## src/rtl/result_serializer.sv

```systemverilog
// ============================================================================
//  Module      : result_serializer
//  Description : Frames 32-bit ALU results as HEADER + 4 data bytes + XOR
//                checksum for a byte-wide UART transmitter. One pending slot.
//  Revision    : 1.0 - initial release
// ============================================================================
`default_nettype none

module result_serializer #(
    parameter logic [7:0] HEADER = 8'hA5
) (
    input  logic        clk,
    input  logic        n_rst,
    input  logic        alu_done,
    input  logic [31:0] result,
    input  logic        tx_done,
    output logic [7:0]  tx_data,
    output logic        tx_valid,
    output logic        busy,
    output logic        overflow
);

    typedef enum logic [1:0] {
        IDLE = 2'd0,
        SEND = 2'd1,
        WAIT = 2'd2
    } state_t;

    state_t      r_state;
    state_t      w_next;
    logic [31:0] r_active;
    logic [31:0] r_pend;
    logic        r_pend_vld;
    logic [2:0]  r_idx;
    logic [7:0]  r_tx_data;
    logic        r_ovf;

    logic        w_last;
    logic        w_adv;
    logic        w_start_idle;
    logic        w_reload;
    logic [31:0] w_frame_src;

    function automatic logic [7:0] frame_byte(input logic [31:0] d, input logic [2:0] idx);
        logic [7:0] b;
        case (idx)
            3'd0:    b = HEADER;
            3'd1:    b = d[31:24];
            3'd2:    b = d[23:16];
            3'd3:    b = d[15:8];
            3'd4:    b = d[7:0];
            3'd5:    b = d[31:24] ^ d[23:16] ^ d[15:8] ^ d[7:0];
            default: b = 8'h00;
        endcase
        return b;
    endfunction

    always_comb begin
        w_last       = (r_state == WAIT) && tx_done && (r_idx == 3'd5);
        w_adv        = (r_state == WAIT) && tx_done && (r_idx != 3'd5);
        w_start_idle = (r_state == IDLE) && alu_done;
        // A pending result takes priority over a result arriving on the last tx_done
        w_reload     = w_last && (r_pend_vld || alu_done);
        w_frame_src  = (w_last && r_pend_vld) ? r_pend : result;
    end

    always_ff @(posedge clk) begin
        if (n_rst) begin
            r_state <= IDLE;
        end else begin
            r_state <= w_next;
        end
    end

    always_comb begin
        w_next = r_state;
        case (r_state)
            IDLE:    if (alu_done) w_next = SEND;
            SEND:    w_next = WAIT;
            WAIT: begin
                if (w_adv || w_reload) begin
                    w_next = SEND;
                end else if (w_last) begin
                    w_next = IDLE;
                end
            end
            default: w_next = IDLE;
        endcase
    end

    always_ff @(posedge clk) begin
        if (n_rst) begin
            r_active   <= 32'h0;
            r_pend     <= 32'h0;
            r_pend_vld <= 1'b0;
            r_idx      <= 3'd0;
            r_tx_data  <= 8'h00;
            r_ovf      <= 1'b0;
        end else begin
            if (w_start_idle || w_reload) begin
                r_active  <= w_frame_src;
                r_idx     <= 3'd0;
                r_tx_data <= HEADER;
            end else if (w_adv) begin
                r_idx     <= r_idx + 3'd1;
                r_tx_data <= frame_byte(r_active, r_idx + 3'd1);
            end

            if (w_last && r_pend_vld) begin
                r_pend_vld <= 1'b0;
            end

            // Busy capture: fill the empty slot, otherwise drop and flag
            if (alu_done && (r_state != IDLE)) begin
                if (r_pend_vld) begin
                    r_ovf <= 1'b1;
                end else if (!w_last) begin
                    r_pend     <= result;
                    r_pend_vld <= 1'b1;
                end
            end
        end
    end

    assign tx_data  = r_tx_data;
    assign tx_valid = (r_state == SEND);
    assign busy     = (r_state != IDLE);
    assign overflow = r_ovf;

endmodule

`default_nettype wire

```

## config.mk

```make
export PLATFORM = sky130hd
export DESIGN_NAME = result_serializer
export DESIGN_NICKNAME = d
export VERILOG_FILES = /design/src/rtl/result_serializer.sv
export SDC_FILE = /design/constraint.sdc
export NUM_CORES = 1
export LEC_CHECK = 0
export ABC_AREA = 1
export CAP_MARGIN = 20
export CELL_PAD_IN_SITES_DETAIL_PLACEMENT = 1
export CELL_PAD_IN_SITES_GLOBAL_PLACEMENT = 2
export CORE_ASPECT_RATIO = 0.7
export CORE_MARGIN = 5
export CORE_UTILIZATION = 33
export CTS_CLUSTER_SIZE = 24
export DETAILED_ROUTE_END_ITERATION = 12
export PLACE_DENSITY_LB_ADDON = 0.1
export SYNTH_ARGS = -nofsm -noshare
export SYNTH_HDL_FRONTEND = slang
export SYNTH_SLANG_ARGS = --single-unit
```

## constraint.sdc

```tcl
create_clock -name clk -period 5.2 [get_ports clk]
set_clock_uncertainty 0.15 [all_clocks]
set_input_delay 0.78 -clock clk [delete_from_list [all_inputs] [get_ports clk]]
set_output_delay 0.78 -clock clk [all_outputs]
set_load 0.005 [all_outputs]
```

**After elaboration in Yosys (flattened, before gate mapping)**

Index checks and enable logic that the tools add are counted.

- Flip-flop bits (word level): 79
- Bits in latches: 0
- Bits in writable memories: 0
- ROM bits: 0
- Input bits: 36
- Output and inout bits: 11
- Logic and storage cells: 55
- Memories: 0

- Add/sub/neg operators: 1
- Multipliers: 0
- Div/mod/pow operators: 0
- Magnitude comparators: 0
- Equality and inequality tests: 11
- Shifts and indexed selects: 0
- Muxes and demuxes: 12
- Bitwise gates (word level): 5
- Reductions and logical operators: 18

Operators by type and width:

| cell | number |
|---|---|
| case mux 8 bit (6 select lines) | 1 |
| two-way mux 32 bit | 1 |
| bitwise XOR 8 bit | 3 |
| two-way mux 8 bit | 2 |
| equality test 3 bit (second input constant) | 3 |
| logical AND 1 bit | 7 |
| equality test 3 x 2 -> 1 bit (second input constant) | 2 |
| two-way mux 2 bit | 3 |
| case mux 2 bit (3 select lines) | 1 |
| two-way mux 1 bit | 4 |
| AND reduction 2 bit | 2 |
| nonzero test 2 bit | 2 |
| adder 3 x 1 -> 3 bit (second input constant) | 1 |
| equality test 3 x 1 -> 1 bit (second input constant) | 1 |
| logical NOT 3 bit | 1 |
| logical OR 1 bit | 3 |
| inequality test 3 x 2 -> 1 bit (second input constant) | 1 |
| inequality test 3 bit (second input constant) | 1 |
| AND reduction 3 bit | 1 |
| equality test 2 x 1 -> 1 bit (second input constant) | 1 |
| equality test 2 bit (second input constant) | 1 |
| logical NOT 2 bit | 1 |
| inequality test 2 bit (second input constant) | 1 |
| NOT 1 bit | 2 |
| OR reduction 2 bit | 1 |

**Longest topological paths before layout**

Gate-level depths: netlist (run 1).

- Depth after elaboration: 8
- Depth in mapped cells: 13
- Gate-level depth less buffers: 11

**Worst setup path after synthesis (run 1)**

OpenSTA, ideal clock, no wires.

- Path type: input -> register
- From: in tx_done
- To: reg r_active[10]
- Library setup time: 0.117 ns
- Arrival: 1.518 ns
- Required time: 4.933 ns
- Setup slack: 3.415 ns
- Stages: 6
- Path buffers: 1
- Cell sequence: nand4_4 > o21ai_4 > inv_2 > buf_2 > nor2_1 > nor2_1

- Word-level cells in the longest chain between the ends: 4
- Elaborated cells between the ends (all ways): 6
- Classes of those cells: mux: 1; reduce/logical: 5

Ends and longest elaborated chain:

| element | line | RTL |
|---|---|---|
| start: declaration | 16 | `input logic tx_done,` |
| logical AND 1 bit * (2 in a row) | 59 | `w_last = (r_state == WAIT) && tx_done && (r_idx == 3'd5);` |
| logical AND 1 bit (on tied branches) | 64, 63 |  |
| two-way mux 32 bit / logical OR 1 bit (equally long branches) | 64, 100 |  |
| end signal: assignment | 101 | `r_active <= w_frame_src;` |
| end: declaration | 31 | `logic [31:0] r_active;` |

Mark *: on every way between the ends. The rest lies on a longest branch, timed or not.
A chain may end at the register's enable or synchronous reset.

**Worst setup path after layout (run 1)**

- From: reg r_idx[0]
- To: reg r_active[4]

- Word-level cells in the longest chain between the ends: 4
- Elaborated cells between the ends (all ways): 6
- Classes of those cells: eq/ne: 1; mux: 1; reduce/logical: 4

Ends and longest elaborated chain:

| element | line | RTL |
|---|---|---|
| start: declaration | 34 | `logic [2:0] r_idx;` |
| start signal: assignment | 105 | `r_idx <= r_idx + 3'd1;` |
| equality test 3 bit * | 59 |  |
| logical AND 1 bit * | 59 |  |
| logical AND 1 bit (on tied branches) | 64, 63 |  |
| two-way mux 32 bit / logical OR 1 bit (equally long branches) | 64, 100 |  |

Marked as above.

==> flow_metrics.py, run 1 <==
metrics = {
    "cts": {
        "clkSinkCount": 79,
        "cts_resized": 0,
        "post_cts_buffers": 0,
        "clk_latency_ps": 330,
        "clkTransAtPathRegs_ps": 60,
        "cts_tree": "built",
        "cts_hold_buf": 0,
        "clk_path_buf_depth": 2,
        "htreeDepth": 3,
        "root_buffer": "clkbuf_16",
        "cts_buffers": 9,
    },
    "power": {
        "max-vdd-ir-drop_mv": 0.154,
        "p_per_area_nw_per_um2": 328,
        "p_leak_nw": 2.08,
        "p_total_mw": 1.60,
    },
    "finish": {
        "fillCellCount": 1486,
        "drive_above_1_share_pct": 5.22,
        "fin_cells": 789,
        "final_cell_mix": "nand2_1 (133), nor2_1 (117), dfxtp_1 (79), o21ai_0 (69), nand3_1 (49)",
        "n_antenna_cell": 0,
        "layout_commonest_cell": "nand2_1",
        "area_delta_synth_final_pct": 20.7,
        "nets": 669,
        "design_area_sq_um": 4880,
    },
    "synth": {
        "yosysUniqueCellTypes": 25,
        "synthCells": 601,
        "synth_area_sq_um": 4050,
        "avgSynthCellArea_sq_um": 6.73,
        "yosysWarnings": 0,
        "synth-seq-area-share_pct": 39.1,
        "synth_nets": 642,
        "synth-seq-cells": 79,
    },
    "timing": {
        "tightestPinTransition_ps": 951,
        "hold_viol_final": 0,
        "finalCritPeriodShare_pct": 56.9,
        "holdWs_ps": 301,
        "drv_slew": 0,
        "rsz0062_at_grt": "no",
        "finalSetupViolCount": 0,
        "fin_crit_ps": 2960,
        "timing.setup.tns_ps": 0,
        "clock.fmax_ghz": 0.338,
        "slew_headroom_pct": 36.5,
    },
    "routing": {
        "drt_iter0_markers": 177,
        "wl_mm": 12.2,
        "vias": 3898,
        "ant_nets": 0,
        "first_pass_iters": 4,
        "via_per_inst": 4.94,
        "post_drt_wl_per_cell_um": 15.5,
        "drc_errors": 0,
    },
    "floorplan": {
        "rows": 33,
        "die_x_um": 142,
        "boundaryPins": 47,
        "die_area_sq_um": 14600,
        "start_util_pct": 34.1,
        "die_y_um": 103,
        "core_region_area_sq_um": 11900,
    },
    "global_routing": {
        "grt_pass1_wl_mm": 20.4,
        "grt_usage_pct": 17.6,
        "grt_pass1_vias": 4036,
        "grt.overflow.total": 0,
        "antenna_found_initial": 0,
        "grt_start_max_net_pins": 45,
    },
    "placed_design": {
        "dp_hpwl_mm": 8.87,
        "dp_cells": 774,
        "place_area_sq_um": 4580,
        "globalplace.congestion": 0.846,
        "io_buffers": 46,
    },
    "hold_path": {
        "hold_class": "flip-flop to flip-flop",
    },
    "worst_setup_path": {
        "worst_setup_path_end_kind": "flip-flop",
        "crit_type": "flip-flop to flip-flop",
        "start_kind": "flip-flop",
        "arrival_ps": 3080,
        "crit_path_max_fanout": 44,
        "crit_required_ps": 5320,
        "cpPeakStageDelay_ps": 550,
        "path_cells": "ha_1, nand2_2, inv_2, nand4_4, inv_2, nand2_2, o21ai_0, nor2_1, nor2_1",
        "cp_slowest_cell": "nand2_2",
    },
    "run": {
        "maxCapViolations": 0,
    },
    "outcome": {
        "outcome": "finished clean",
    },
}
[critical path: cells and delay by family, from the launching register on]
| family | cells | cell delay, ps |
|---|---|---|
| AND/OR/NAND/NOR | 5 | 970 |
| buffers and inverters | 2 | 430 |
| AO/OA/AOI/OAI | 1 | 460 |
| adder cells (fa/ha/maj) | 1 | 450 |
| flip-flops | 1 | 420 |
[cell type report]
type	count	area, sq um	share of cell area [%]
timing repair buffer	51	498	10.2
tap	157	196	4.02
sequential	79	1580	32.4
clock buffer	11	253	5.18
clock inverter	4	53.8	1.10
multi-input combinational	457	2190	44.8
inverter	30	113	2.31
[cell families after synthesis]
group	count (synthesis)	share of synthesized area, %
and+or+nand+nor	312	31.8
AOI/OAI and AO/OA	108	13.8
DFF	79	39.1
buffers and inverters	65	6.80
xor gates and xnor gates	32	6.93
adders and majority gates	5	1.55
[power breakdown]
part           internal, mW  total [mW]  switching [mW]
Sequential            0.655       0.712          0.0566
Clock                 0.397       0.653           0.255
Combinational         0.110       0.239           0.129
Total                  1.16        1.60           0.441
[stage by stage]
stage,setup slack [ps],util [%]
6_report,2240,41.2
2_1_floorplan,3420,-
3_3_place_gp,1990,38.6
4_1_cts,2180,41.2
5_1_grt,1900,41.2
3_5_place_dp,1920,38.6
[routing by layer]
layer	part of all wire, %	wire length (um)	vias to the layer above	track usage, %
li1	-	-	1981	-
met1	51	6200	1845	23.7
met2	45	5470	61	28.9
met3	3.6	445	11	4.08
met4	0.96	118	0	3.87
met5	0	0	-	0
[synthesized netlist by cell type]
cell / instances / area share [%]
nor2_1: 117 / 11
dfxtp_1: 79 / 39
o21a_1: 2 / 0.37
ha_1: 5 / 1.5
o21ai_1: 7 / 0.87
buf_2: 15 / 1.9
xor2_1: 16 / 3.5
clkbuf_2: 1 / 0.12
a21oi_1: 28 / 3.5
xnor2_1: 16 / 3.5
buf_1: 2 / 0.19
nand4_2: 1 / 0.31
nand3_1: 49 / 6.1
inv_2: 4 / 0.37
buf_4: 3 / 0.56
nand4_4: 1 / 0.53
a211oi_1: 1 / 0.19
nand4_1: 5 / 0.77
nand2_1: 133 / 12
inv_1: 26 / 2.4
clkbuf_1: 14 / 1.3
nand2_2: 5 / 0.77
o21ai_0: 69 / 8.5
o21ai_4: 1 / 0.40
nor2_2: 1 / 0.15
[state kept, by name, indices dropped and copies added (netlist names)]
| signal | count |
|---|---|
| r_active | 32 |
| r_state | 2 |
| overflow | 1 |
| r_idx | 3 |
| tx_data | 8 |
| r_pend | 32 |
| r_pend_vld | 1 |
[final timing paths]
kind                   from           to  slack [ps]  depth (start not counted)
setup reg to reg   r_idx[0]  r_active[4]        2240                          9
setup / recovery   r_idx[0]  r_active[4]        2240                          9
hold reg to reg   r_pend[8]    r_pend[8]         300                          2
hold / removal    r_pend[8]    r_pend[8]         300                          2
Note: power is estimated with default switching activity, not from simulation.
==> inputs of run 2 (changes only) <==
--- a/config.mk
+++ b/config.mk
@@ -11,7 +11,7 @@
 export CELL_PAD_IN_SITES_GLOBAL_PLACEMENT = 2
 export CORE_ASPECT_RATIO = 0.7
 export CORE_MARGIN = 5
-export CORE_UTILIZATION = 33
+export CORE_UTILIZATION = 31
 export CTS_CLUSTER_SIZE = 24
 export DETAILED_ROUTE_END_ITERATION = 12
 export PLACE_DENSITY_LB_ADDON = 0.1
==> constraint.sdc (replaced) <==
create_clock -name clk -period 3.1 [get_ports clk]
set_clock_uncertainty 0.15 [all_clocks]
set_input_delay 0.465 -clock clk [delete_from_list [all_inputs] [get_ports clk]]
set_output_delay 0.465 -clock clk [all_outputs]
set_load 0.005 [all_outputs]
==> run 2 against run 1 <==
Net effect:
- worst hold slack worse by 1.9 ps
- setup slack got worse by 1600 ps
- clock power rose by 87%
- sequential power is 66% higher
- global-route usage is 0.34 points lower
- design area is 2.2% higher
- sequential cell count unchanged
- fmax grew 21%
- highest routed layer unchanged
- largest cell class unchanged
- wire length grew 3.9%
- critical path depth is the same
- utilization down 1.6 points
==> flow_metrics.py, run 2 (synthesis results as in run 1) <==
metrics = {
    "outcome": {
        "outcome": "finished clean",
    },
    "worst_setup_path": {
        "reg2reg_depth": 9,
        "crit_type": "flip-flop to flip-flop",
        "crit_path_max_fanout": 34,
        "start_kind": "flip-flop",
        "r2r-end": "r_idx[1]",
        "rrSetupSlack_ps": 650,
        "arrival_ps": 2570,
        "crit_required_ps": 3220,
        "worst_setup_path_end_kind": "flip-flop",
        "rr_startpoint": "r_idx[1]",
    },
    "placed_design": {
        "dp_slack_ps": 562,
        "dp_hpwl_mm": 9.05,
        "io_buffers": 46,
        "globalplace.congestion": 0.795,
    },
    "routing": {
        "via_per_inst": 4.87,
        "vias": 3897,
        "wl_mm": 12.7,
        "drc_errors": 0,
        "drt_iter0_markers": 127,
        "ant_nets": 0,
        "first_pass_iters": 4,
        "post_drt_wl_per_cell_um": 15.9,
    },
    "finish": {
        "fillCellCount": 1611,
        "nets": 674,
        "area_delta_synth_final_pct": 23.3,
        "layout_commonest_cell": "nand2_1",
        "final_cell_mix": "nand2_1 (133), nor2_1 (117), dfxtp_1 (79), o21ai_0 (69), nand3_1 (49)",
        "n_antenna_cell": 0,
        "utilization_pct": 39.6,
        "drive_above_1_share_pct": 6.11,
    },
    "global_routing": {
        "grt.overflow.total": 0,
        "grt_start_max_net_pins": 48,
        "antenna_found_initial": 0,
        "grt_usage_pct": 17.2,
        "grt_pass1_wl_mm": 21.5,
        "grt_pass1_vias": 4168,
    },
    "cts": {
        "htreeDepth": 3,
        "clk_path_buf_depth": 2,
        "post_cts_buffers": 0,
        "clkTransAtPathRegs_ps": 60,
        "root_buffer": "clkbuf_16",
        "clk_latency_ps": 350,
        "cts_resized": 0,
        "cts_tree": "built",
        "cts_hold_buf": 0,
        "clkSinkCount": 79,
        "cts_buffers": 9,
    },
    "timing": {
        "holdWs_ps": 299,
        "slew_headroom_pct": 47.2,
        "finalCritPeriodShare_pct": 79.0,
        "clock.fmax_ghz": 0.408,
        "hold_viol_final": 0,
        "rsz0062_at_grt": "no",
        "fin_crit_ps": 2450,
        "finalSetupViolCount": 0,
        "timing.setup.tns_ps": 0,
        "drv_slew": 0,
        "tightestPinTransition_ps": 791,
        "setup_slack_ps": 651,
    },
    "power": {
        "switching_power_mw": 0.759,
        "combPwrFrac_pct": 15.0,
        "switching_share_pct": 26.9,
        "p_leak_nw": 2.13,
        "power.internal_mw": 2.06,
        "max-vdd-ir-drop_mv": 0.257,
        "seq_power_share_pct": 41.8,
        "p_per_area_nw_per_um2": 566,
        "pwr-share-clk_pct": 43.2,
    },
    "floorplan": {
        "rows": 34,
        "die_x_um": 147,
        "core_region_area_sq_um": 12600,
        "die_area_sq_um": 15500,
        "die_y_um": 106,
        "start_util_pct": 32.1,
        "boundaryPins": 47,
    },
    "hold_path": {
        "hold_class": "flip-flop to flip-flop",
        "min_to": "r_pend[5]",
        "min_from": "r_pend[5]",
        "hold_depth": 2,
    },
    "run": {
        "maxCapViolations": 0,
    },
}
-- run 2: cell types whose count changed in the layout (fill, tap and decap cells not counted), sizes merged --
cell      previous run  this run
buf                  5        10
clkinvlp             2         1
clkinv               0         1
clkbuf              11        12
bufinv               1         2
inv                 31        30
-- run 2: layer usage --
layer  vias up  track usage (%)  routed length [um]
met5         -                0                   0
met2        44             27.4                5510
met1      1848             23.8                6710
met3        13             3.90                 369
met4         0             4.09                 125
li1       1992                -                   -
-- run 2: worst max-delay path, stage by stage (launching register included) --
cell	delay, ps
dfxtp_1	410
inv_1	90
ha_1	330
nand2_2	160
inv_2	50
nand4_4	80
o21ai_4	70
inv_2	470
nand2_1	330
a21oi_1	210
-- run 2: how the worst max path moves through the flow --
stage,to,startpoint,slack [ps]
floorplan,r_active[10],r_idx[1],1330
global placement,r_idx[0],alu_done,640
detailed placement,r_idx[1],alu_done,560
CTS,r_active[10],r_idx[1],570
global route,r_active[10],r_idx[1],300
finish,r_idx[1],r_idx[1],650
-- run 2: final cells by class --
class	count	area [sq um]	area share (%)
Clock buffer	12	267	5.34
Inverter	30	113	2.26
Multi-Input combinational cell	457	2190	43.9
Sequential cell	79	1580	31.7
Clock inverter	4	76.3	1.53
Tap cell	162	203	4.06
Timing Repair Buffer	56	561	11.2
-- run 2: through the flow --
stage / power [mW] / cell area [sq um] / cells
6_report: 2.82 / 4990 / 800
5_1_grt: 2.97 / 4990 / 800
4_1_cts: 2.87 / 4990 / 800
3_5_place_dp: 1.63 / 4650 / 784
3_3_place_gp: 1.61 / 4650 / 784
2_1_floorplan: 1.45 / 4050 / 601
-- run 2: power by group through the flow --
stage | clock network (mW) | registers [mW] | logic [mW]
final | 1.22 | 1.18 | 0.422
after global routing | 1.30 | 1.19 | 0.481
after CTS | 1.26 | 1.18 | 0.429
after detailed placement | 0 | 1.20 | 0.426
after global placement | 0 | 1.20 | 0.413
after floorplan | 0 | 1.18 | 0.275
